<file path="src/rtl/res_arb_pkg.sv">
// Shared types and constants for the result-RAM arbiter.
package res_arb_pkg;

  typedef enum logic [1:0] {
    IDLE = 2'd0,
    OWN0 = 2'd1,
    OWN1 = 2'd2
  } arb_state_e;

  localparam logic P0 = 1'b0;
  localparam logic P1 = 1'b1;

  localparam int DEF_AW = 14;
  localparam int DEF_DW = 8;

endpackage

</file>
<file path="src/rtl/res_arb_rdtag.sv">
// Read-return tagging: tracks in-flight reads for RD_LAT cycles and steers
// the RAM read data to the port that issued each read.
module res_arb_rdtag
  import res_arb_pkg::*;
#(
  parameter int DW     = DEF_DW,
  parameter int RD_LAT = 1
) (
  input  logic          clk,
  input  logic          reset,
  input  logic          issue_vld,
  input  logic          issue_port,
  input  logic [DW-1:0] res_di,
  output logic          p0_rvalid,
  output logic [DW-1:0] p0_rdata,
  output logic          p1_rvalid,
  output logic [DW-1:0] p1_rdata
);

  logic [RD_LAT-1:0] tag_vld_p;
  logic [RD_LAT-1:0] tag_port_p;
  logic              ret_vld;
  logic              ret_port;

  assign ret_vld  = tag_vld_p[RD_LAT-1];
  assign ret_port = tag_port_p[RD_LAT-1];

  // Tag pipeline: stage 0 lines up with the registered res_rd strobe
  always_ff @(posedge clk) begin
    if (reset) begin
      tag_vld_p <= '0;
    end else begin
      tag_vld_p[0] <= issue_vld;
      for (int i = 1; i < RD_LAT; i++) tag_vld_p[i] <= tag_vld_p[i-1];
    end
  end

  always_ff @(posedge clk) begin
    tag_port_p[0] <= issue_port;
    for (int i = 1; i < RD_LAT; i++) tag_port_p[i] <= tag_port_p[i-1];
  end

  // Return stage: res_di captured in the cycle the last tag stage is valid
  always_ff @(posedge clk) begin
    if (reset) begin
      p0_rvalid <= 1'b0;
      p1_rvalid <= 1'b0;
      p0_rdata  <= '0;
      p1_rdata  <= '0;
    end else begin
      p0_rvalid <= ret_vld && (ret_port == P0);
      p1_rvalid <= ret_vld && (ret_port == P1);
      if (ret_vld && (ret_port == P0)) p0_rdata <= res_di;
      if (ret_vld && (ret_port == P1)) p1_rdata <= res_di;
    end
  end

endmodule

</file>
<file path="src/rtl/res_mem_arbiter.sv">
// Two-port arbiter for the single-port result RAM with locked RMW support.
// Optional port-1 aging enabled by defining RES_ARB_AGING_EN.
module res_mem_arbiter
  import res_arb_pkg::*;
#(
  parameter int AW       = DEF_AW,
  parameter int DW       = DEF_DW,
  parameter int RD_LAT   = 1,
  parameter int LOCK_MAX = 16,
  parameter int MAX_WAIT = 8
) (
  input  logic          clk,
  input  logic          reset,
  input  logic          p0_req,
  input  logic          p0_we,
  input  logic          p0_lock,
  input  logic [AW-1:0] p0_addr,
  input  logic [DW-1:0] p0_wdata,
  output logic          p0_gnt,
  output logic          p0_rvalid,
  output logic [DW-1:0] p0_rdata,
  input  logic          p1_req,
  input  logic          p1_we,
  input  logic          p1_lock,
  input  logic [AW-1:0] p1_addr,
  input  logic [DW-1:0] p1_wdata,
  output logic          p1_gnt,
  output logic          p1_rvalid,
  output logic [DW-1:0] p1_rdata,
  output logic          res_rd,
  output logic          res_wr,
  output logic [AW-1:0] res_addr,
  output logic [DW-1:0] res_do,
  input  logic [DW-1:0] res_di,
  output logic          arb_lock_to
);

  localparam int LCW = $clog2(LOCK_MAX + 1);

  arb_state_e     state;
  logic [LCW-1:0] lock_cnt;
  logic           boost1;
  logic           force1;

  logic           gnt_any;
  logic           sel_port;
  logic           sel_we;
  logic           sel_lock;
  logic [AW-1:0]  sel_addr;
  logic [DW-1:0]  sel_wdata;
  logic [LCW-1:0] held_nxt;
  logic           lock_hit;

`ifdef RES_ARB_AGING_EN
  localparam int WCW = $clog2(MAX_WAIT + 1);
  logic [WCW-1:0] wait_cnt;

  always_ff @(posedge clk) begin
    if (reset) begin
      wait_cnt <= '0;
    end else if (p1_gnt) begin
      wait_cnt <= '0;
    end else if (p1_req && (wait_cnt != WCW'(MAX_WAIT))) begin
      wait_cnt <= wait_cnt + WCW'(1);
    end
  end

  assign force1 = (wait_cnt == WCW'(MAX_WAIT)) && (state == IDLE);
`else
  logic unused_max_wait;
  assign unused_max_wait = (MAX_WAIT != 0);
  assign force1 = 1'b0;
`endif

  // boost1 gives port 1 the first turn right after port 0 loses a lock to
  // timeout, so the forced release actually hands the RAM over.
  always_comb begin
    p0_gnt = 1'b0;
    p1_gnt = 1'b0;
    if (!reset) begin
      case (state)
        IDLE: begin
          if (p1_req && (force1 || boost1)) p1_gnt = 1'b1;
          else if (p0_req)                  p0_gnt = 1'b1;
          else if (p1_req)                  p1_gnt = 1'b1;
        end
        OWN0:    p0_gnt = p0_req;
        OWN1:    p1_gnt = p1_req;
        default: ;
      endcase
    end
  end

  assign gnt_any   = p0_gnt | p1_gnt;
  assign sel_port  = p1_gnt ? P1 : P0;
  assign sel_we    = p1_gnt ? p1_we    : p0_we;
  assign sel_lock  = p1_gnt ? p1_lock  : p0_lock;
  assign sel_addr  = p1_gnt ? p1_addr  : p0_addr;
  assign sel_wdata = p1_gnt ? p1_wdata : p0_wdata;

  assign held_nxt = (state == IDLE) ? LCW'(1) : lock_cnt + LCW'(1);
  assign lock_hit = sel_lock && (held_nxt >= LCW'(LOCK_MAX));

  // Issue stage: FSM, lock count and registered RAM drive
  always_ff @(posedge clk) begin
    if (reset) begin
      state       <= IDLE;
      lock_cnt    <= '0;
      boost1      <= 1'b0;
      arb_lock_to <= 1'b0;
      res_rd      <= 1'b0;
      res_wr      <= 1'b0;
      res_addr    <= '0;
      res_do      <= '0;
    end else begin
      arb_lock_to <= 1'b0;
      boost1      <= 1'b0;
      res_rd      <= gnt_any && !sel_we;
      res_wr      <= gnt_any && sel_we;
      if (gnt_any) begin
        res_addr <= sel_addr;
        res_do   <= sel_wdata;
        if (lock_hit) begin
          state       <= IDLE;
          lock_cnt    <= '0;
          arb_lock_to <= 1'b1;
          boost1      <= (sel_port == P0);
        end else if (sel_lock) begin
          state    <= (sel_port == P1) ? OWN1 : OWN0;
          lock_cnt <= held_nxt;
        end else begin
          state    <= IDLE;
          lock_cnt <= '0;
        end
      end else if (state != IDLE) begin
        // Owner dropped its request: release the lock.
        state    <= IDLE;
        lock_cnt <= '0;
      end
    end
  end

  res_arb_rdtag #(
    .DW     (DW),
    .RD_LAT (RD_LAT)
  ) u_rdtag (
    .clk        (clk),
    .reset      (reset),
    .issue_vld  (gnt_any && !sel_we),
    .issue_port (sel_port),
    .res_di     (res_di),
    .p0_rvalid  (p0_rvalid),
    .p0_rdata   (p0_rdata),
    .p1_rvalid  (p1_rvalid),
    .p1_rdata   (p1_rdata)
  );

endmodule

</file>
<file path="config.mk">
export PLATFORM = sky130hd
export DESIGN_NAME = res_mem_arbiter
export DESIGN_NICKNAME = d
export VERILOG_FILES = /design/src/rtl/res_arb_pkg.sv /design/src/rtl/res_arb_rdtag.sv /design/src/rtl/res_mem_arbiter.sv
export SDC_FILE = /design/constraint.sdc
export NUM_CORES = 1
export LEC_CHECK = 0
export CAP_MARGIN = 20
export CORE_MARGIN = 3
export CORE_UTILIZATION = 40
export CTS_BUF_LIST = sky130_fd_sc_hd__clkbuf_16
export CTS_CLUSTER_SIZE = 25
export DETAILED_ROUTE_END_ITERATION = 10
export DONT_BUFFER_PORTS = 1
export PLACE_DENSITY = 0.63
export RECOVER_POWER = 100
export REMOVE_ABC_BUFFERS = 1
export SLEW_MARGIN = 20
export SYNTH_ARGS = -nofsm -noshare
export SYNTH_HDL_FRONTEND = slang
export SYNTH_HIERARCHICAL = 1
export SYNTH_SLANG_ARGS = --single-unit
export TNS_END_PERCENT = 1
</file>
<file path="constraint.sdc">
create_clock -name clk -period 1.64 [get_ports clk]
set_input_delay 0.164 -clock clk [delete_from_list [all_inputs] [get_ports clk]]
set_output_delay 0.164 -clock clk [all_outputs]
set_load 0.02 [all_outputs]
</file>
Word level (Yosys, flattened, before mapping)

Cells that the tools add are included.

Bits of input ports: 60
Logic and storage cells: 59
Bits in read-only memories: 0
Memories kept: 0
Latch bits: 0
Bits in registers: 52
Bits in writable memories: 0

Bitwise logic cells: 5
Reductions and logical operators: 12
Muxes and demuxes: 25
Eq/ne operators: 2
Order comparisons: 1
Divide/modulo/power cells: 0
$mul: 0
Shift-type cells: 0
Add/subtract/negate cells: 1

Operators with widths:

| kind                                                                  | number |
|---|---|
| 5-bit two-way mux                                                     | 5 |
| 14-bit two-way mux                                                    | 1 |
| 1-bit two-way mux                                                     | 11 |
| 2-bit two-way mux                                                     | 5 |
| 8-bit two-way mux                                                     | 1 |
| 1-bit logical AND                                                     | 6 |
| 5-bit by 1-bit adder with 5-bit output, second input constant         | 1 |
| 5-bit greater-or-equal comparator, second input constant              | 1 |
| 1-bit NOT                                                             | 4 |
| 1-bit case mux with 2 select lines                                    | 2 |
| 2-bit nonzero test                                                    | 2 |
| 3-bit OR reduction                                                    | 1 |
| 2-bit by 1-bit equality test with 1-bit output, second input constant | 1 |
| 2-bit equality test, second input constant                            | 1 |
| 2-bit logical NOT                                                     | 1 |
| 2-bit OR reduction                                                    | 1 |
| 1-bit logical NOT                                                     | 1 |
| 1-bit OR                                                              | 1 |

Depth between registers and ports, before layout

Depth in word-level cells: 10
Depth in mapped cells: 7
Depth with buffers taken out: 6

Hierarchy

Netlist, hierarchy kept.

By module, submodules not included:

| module          | cells each | area an instance (um^2) | seq. area each (um^2) | instances |
|---|---|---|---|---|
| res_mem_arbiter | 153        | 1,335.0                 | 660.6                 | 1 |
| res_arb_rdtag   | 71         | 782.0                   | 400.4                 | 1 |

Least setup slack after synthesis

Ideal clock, no wire load.

Path type: reg2reg
Start point: register state[0]
End point: register lock_cnt[0]
Arrival time: 1,686 ps
Slack: -116 ps
Buffers on the path: 1
Setup time: 71 ps
Clock period less this slack: 1,756 ps
Stages on the path, launching flop included: 8
Cell sequence: dfxtp_1 nand2b_4 or3_1 buf_6 inv_6 mux2i_2 or4_1 a21oi_1

Longest elaborated chain between the ends: 7

Ends and longest elaborated chain:

| item                                                            | RTL line                                       | text |
|---|---|---|
| start: declaration                                              | res_mem_arbiter.sv:40                          | `arb_state_e state;` |
| start signal: assignment                                        | res_mem_arbiter.sv:129                         | `state <= (sel_port == P1) ? OWN1 : OWN0;` |
| 2-bit equality test / 2-bit logical NOT (equally long branches) | res_mem_arbiter.sv:81                          | `case (state)` |
| 1-bit case mux with 2 select lines (*)                          | res_mem_arbiter.sv:81                          |  |
| 1-bit two-way mux (*)                                           | res_mem_arbiter.sv:80                          | `if (!reset) begin` |
| net p1_gnt                                                      | res_mem_arbiter.sv:27                          | `output logic p1_gnt,` |
| 1-bit two-way mux                                               | res_mem_arbiter.sv:97                          | `assign sel_lock = p1_gnt ? p1_lock : p0_lock;` |
| 5-bit two-way mux / 1-bit logical AND (equally long branches)   | res_mem_arbiter.sv:128, res_mem_arbiter.sv:102 |  |
| 5-bit two-way mux                                               | res_mem_arbiter.sv:123                         | `if (lock_hit) begin` |
| 5-bit two-way mux                                               | res_mem_arbiter.sv:120                         | `if (gnt_any) begin` |
| end signal: assignment                                          | res_mem_arbiter.sv:130                         | `lock_cnt <= held_nxt;` |
| end: declaration                                                | res_mem_arbiter.sv:41                          | `logic [LCW-1:0] lock_cnt;` |

The timed path passes the listed nets; every way through them passes the cells marked *.
A chain may end at the register's enable or synchronous reset.

Worst setup path in the final report

Start point: register state[0]
End point: register lock_cnt[0]

Longest elaborated chain between the ends: 7

Ends and longest elaborated chain:

| item |
|---|
| parallel branches: the longest is 7 deep, another holds 5-bit greater-or-equal comparator |

Several ways; the timed one is not identified.

==> flow_summary_export.csv <==
group,metric,value,unit
floorplan,initial_core_util,43.1,%
setup_path,cp.arrival,1810,ps
synthesis,synth_xor_area_share,0.827,%
power_and_ir_drop,p_leak,0.000979,µW
status,violations,"negative hold slack",
timing,slew_headroom,73.8,%
synthesis,dominantRegCellSynth,"dfxtp_1",
timing,grt_setup_unrepaired,"true",
grt,grt_pass1_wl,7.47,mm
synthesis,async_reset_ff_share,0,%
synthesis,muxShareOfSynthArea,8.69,%
clock_tree,clk_latency,280,ps
synthesis,synthTopCellsByArea,"dfxtp_1 (50%), nand2b_1 (8.3%), mux2i_1 (8.0%)",
clock_tree,cts.sinks,53,
grt,grt_usage,15.6,%
clock_tree,h-tree-depth,2,
synthesis,yosysWarnings,6,
synthesis,synth_commonest_cells,"dfxtp_1 (53), nand2b_1 (28), nor2_1 (28), nor3_1 (23), o22ai_1 (22)",
cells_and_area,nets,295,
grt,grt_max_degree,57,
synthesis,ys_ff_latch,53,
floorplan,rows,25,
synthesis,synth_compound_area_share,10.2,%
detailed_routing,drc,0,
setup_path,cp.required,1850,ps
timing,fmax,0.627,GHz
detailed_routing,post_drt_via_cell_ratio,5.25,
clock_tree,clock-root-buffer,"clkbuf_16",
synthesis,synth_top_family_by_area,"simple AND/OR/NAND/NOR gates",
synthesis,avgSynthCellArea,9.45,µm²
placement,gp_congestion,0.753,
synthesis,yosys.area.top_type,"dfxtp_1",
floorplan,die_h,78.8,µm
clock_tree,cts-buffers-inserted,5,
detailed_routing,routed_wl,4.75,mm
job,cap_violations,0,
floorplan,io_pins,105,
timing,slew_violations,0,
grt,grt_pass1_vias,1572,
placement,place_area,2240,µm²
timing,setup_viol,0,
detailed_routing,routedWlPerCell,15.7,µm
cells_and_area,synthToLayoutAreaGrowth,16.7,%
cells_and_area,drive_above_1_share,14.0,%
setup_path,crit_type,"flop to flop",
timing,final_hold_viol_count,24,
cells_and_area,final_cell_area,2470,µm²
synthesis,synthAdderAreaFrac,0.591,%
timing,tightest_slew,383,ps
detailed_routing,drtPass1Iterations,4,
clock_tree,cts_tree,"built",
floorplan,core,4910,µm²
synthesis,yosys.area_share.simple,24.9,%
grt,antenna_found_initial,0,
synthesis,yosysMostFrequentCell,"dfxtp_1",
timing,whs,-57.4,ps
placement,port_buffers,0,
floorplan,dieArea,6200,µm²
power_and_ir_drop,ir_drop,0.518,mV
timing,fin_crit_sh,97.3,%
power_and_ir_drop,power_density,1100,nW/µm²
synthesis,synth_cell_types,36,
detailed_routing,dr.first_iter.drc_count,40,
power_and_ir_drop,power.total,2710,µW
timing,fin_worst_skew,3.49,ps
synthesis,syn_area,2120,µm²
clock_tree,clockBufferDepth,2,
setup_path,crit_path_max_fanout,6,
synthesis,syn_inst,224,
clock_tree,cts.hold.buffers_added,2,
setup_path,critPathCaptureType,"flop",
setup_path,cp-start-kind,"flop",
timing,period_minus_slack,1600,ps
detailed_routing,vias,1585,
grt,grt-ovfl-total,0,
synthesis,synth_edf_count,0,
cells_and_area,num_antenna_cells,0,
status,status,"finished, violations left",
floorplan,die_x,78.8,µm
worst_hold_path,worst_hold_path_type,"primary input to flop",
placement,hpwl,3.39,mm
synthesis,synth_top_area_share,50.1,%
detailed_routing,final_antenna_net_count,0,
clock_tree,clk_pin_slew,70,ps
synthesis,synth-seq-area-share,50.1,%
critical path, stage by stage, from the launching register on:
cell,delay [ps]
dfxtp_1,310
nand2b_4,130
or3_4,390
clkinv_4,70
mux2i_4,80
or4_1,400
a21oi_1,140
layout by cell type (no fill, tap or decap), types with 3 or more instances in the layout:
| master | synthesis | final |
|---|---|---|
| and2_1 | 4 | 3 |
| buf_4 | 1 | 12 |
| clkbuf_16 | 0 | 5 |
| dfxtp_1 | 53 | 51 |
| inv_1 | 3 | 3 |
| mux2i_1 | 17 | 16 |
| nand2_1 | 3 | 3 |
| nand2b_1 | 28 | 27 |
| nor2_1 | 28 | 28 |
| nor3_1 | 23 | 23 |
| o22ai_1 | 22 | 21 |
power by group:
| part | internal [µW] | switching, µW | leakage (µW) |
|---|---|---|---|
| logic | 117 | 105 | 0.000475 |
| registers | 1350 | 115 | 0.000435 |
| clock network | 568 | 453 | 0.0000702 |
| total | 2040 | 673 | 0.000979 |
area by class of cell:
cell class	instances	area [µm²]
well taps	67	83.8
clock inverters	3	21.3
inverters	4	20.0
repair buffers	17	145
clock buffers	5	125
flip-flops and latches	53	1060
fillers	433	2440
multi-input cells	153	1010
path summary, 6_finish.rpt:
check	startpoint	to	slack [ps]	depth (start not counted)
worst max register to register	state[0]	lock_cnt[0]	40	6
worst min-delay path	reset	lock_cnt[0]	-60	1
worst min register to register	lock_cnt[4]	lock_cnt[4]	500	1
worst max-delay path	state[0]	lock_cnt[0]	40	6
cells by family after synthesis:
| family | Yosys count |
|---|---|
| simple gates | 100 |
| buf+inv | 18 |
| xor+xnor | 2 |
| mux | 18 |
| flops | 53 |
| compound gates | 32 |
| fa+ha+maj | 1 |
layer usage:
layer	vias to the layer above	part of all wire, %	global-route usage, %
li1	804	-	-
met1	687	43	17.7
met2	88	44	25.0
met3	6	11	7.26
met4	0	2.2	6.64
met5	-	0	0
metrics by stage:
step	hold WS (ps)	TNS, ps	utilization (%)	cells	setup slack (ps)
3_5_place_dp	244	-105	45.7	291	-50.2
4_1_cts	-59.4	-11.6	49.6	302	-11.6
3_3_place_gp	243	-49.9	45.7	291	-47.2
5_1_grt	-73.3	-70.5	50.3	302	-33.3
2_1_floorplan	233	-11130	-	210	-549
6_report	-57.4	0	50.3	302	44.9
state kept, by name, summed over array words and instances, names as in the netlist:
name	cells
lock_cnt	5
res_addr	14
u_rdtag/p0_rdata	8
state	2
u_rdtag/p0_rvalid	1
boost1	1
u_rdtag/p1_rvalid	1
u_rdtag/ret_vld	1
u_rdtag/ret_port	1
res_wr	1
u_rdtag/p1_rdata	8
arb_lock_to	1
res_rd	1
res_do	8
what timing repair did:
item / CTS / global route
endpoints found under the setup margin: 7 / 22
endpoints found under the hold margin: 26 / 24
pin swaps: 1 / 3
setup buffers: 1 / 0
resized for setup: 3 / 9
(Power assumes the default switching activity.)
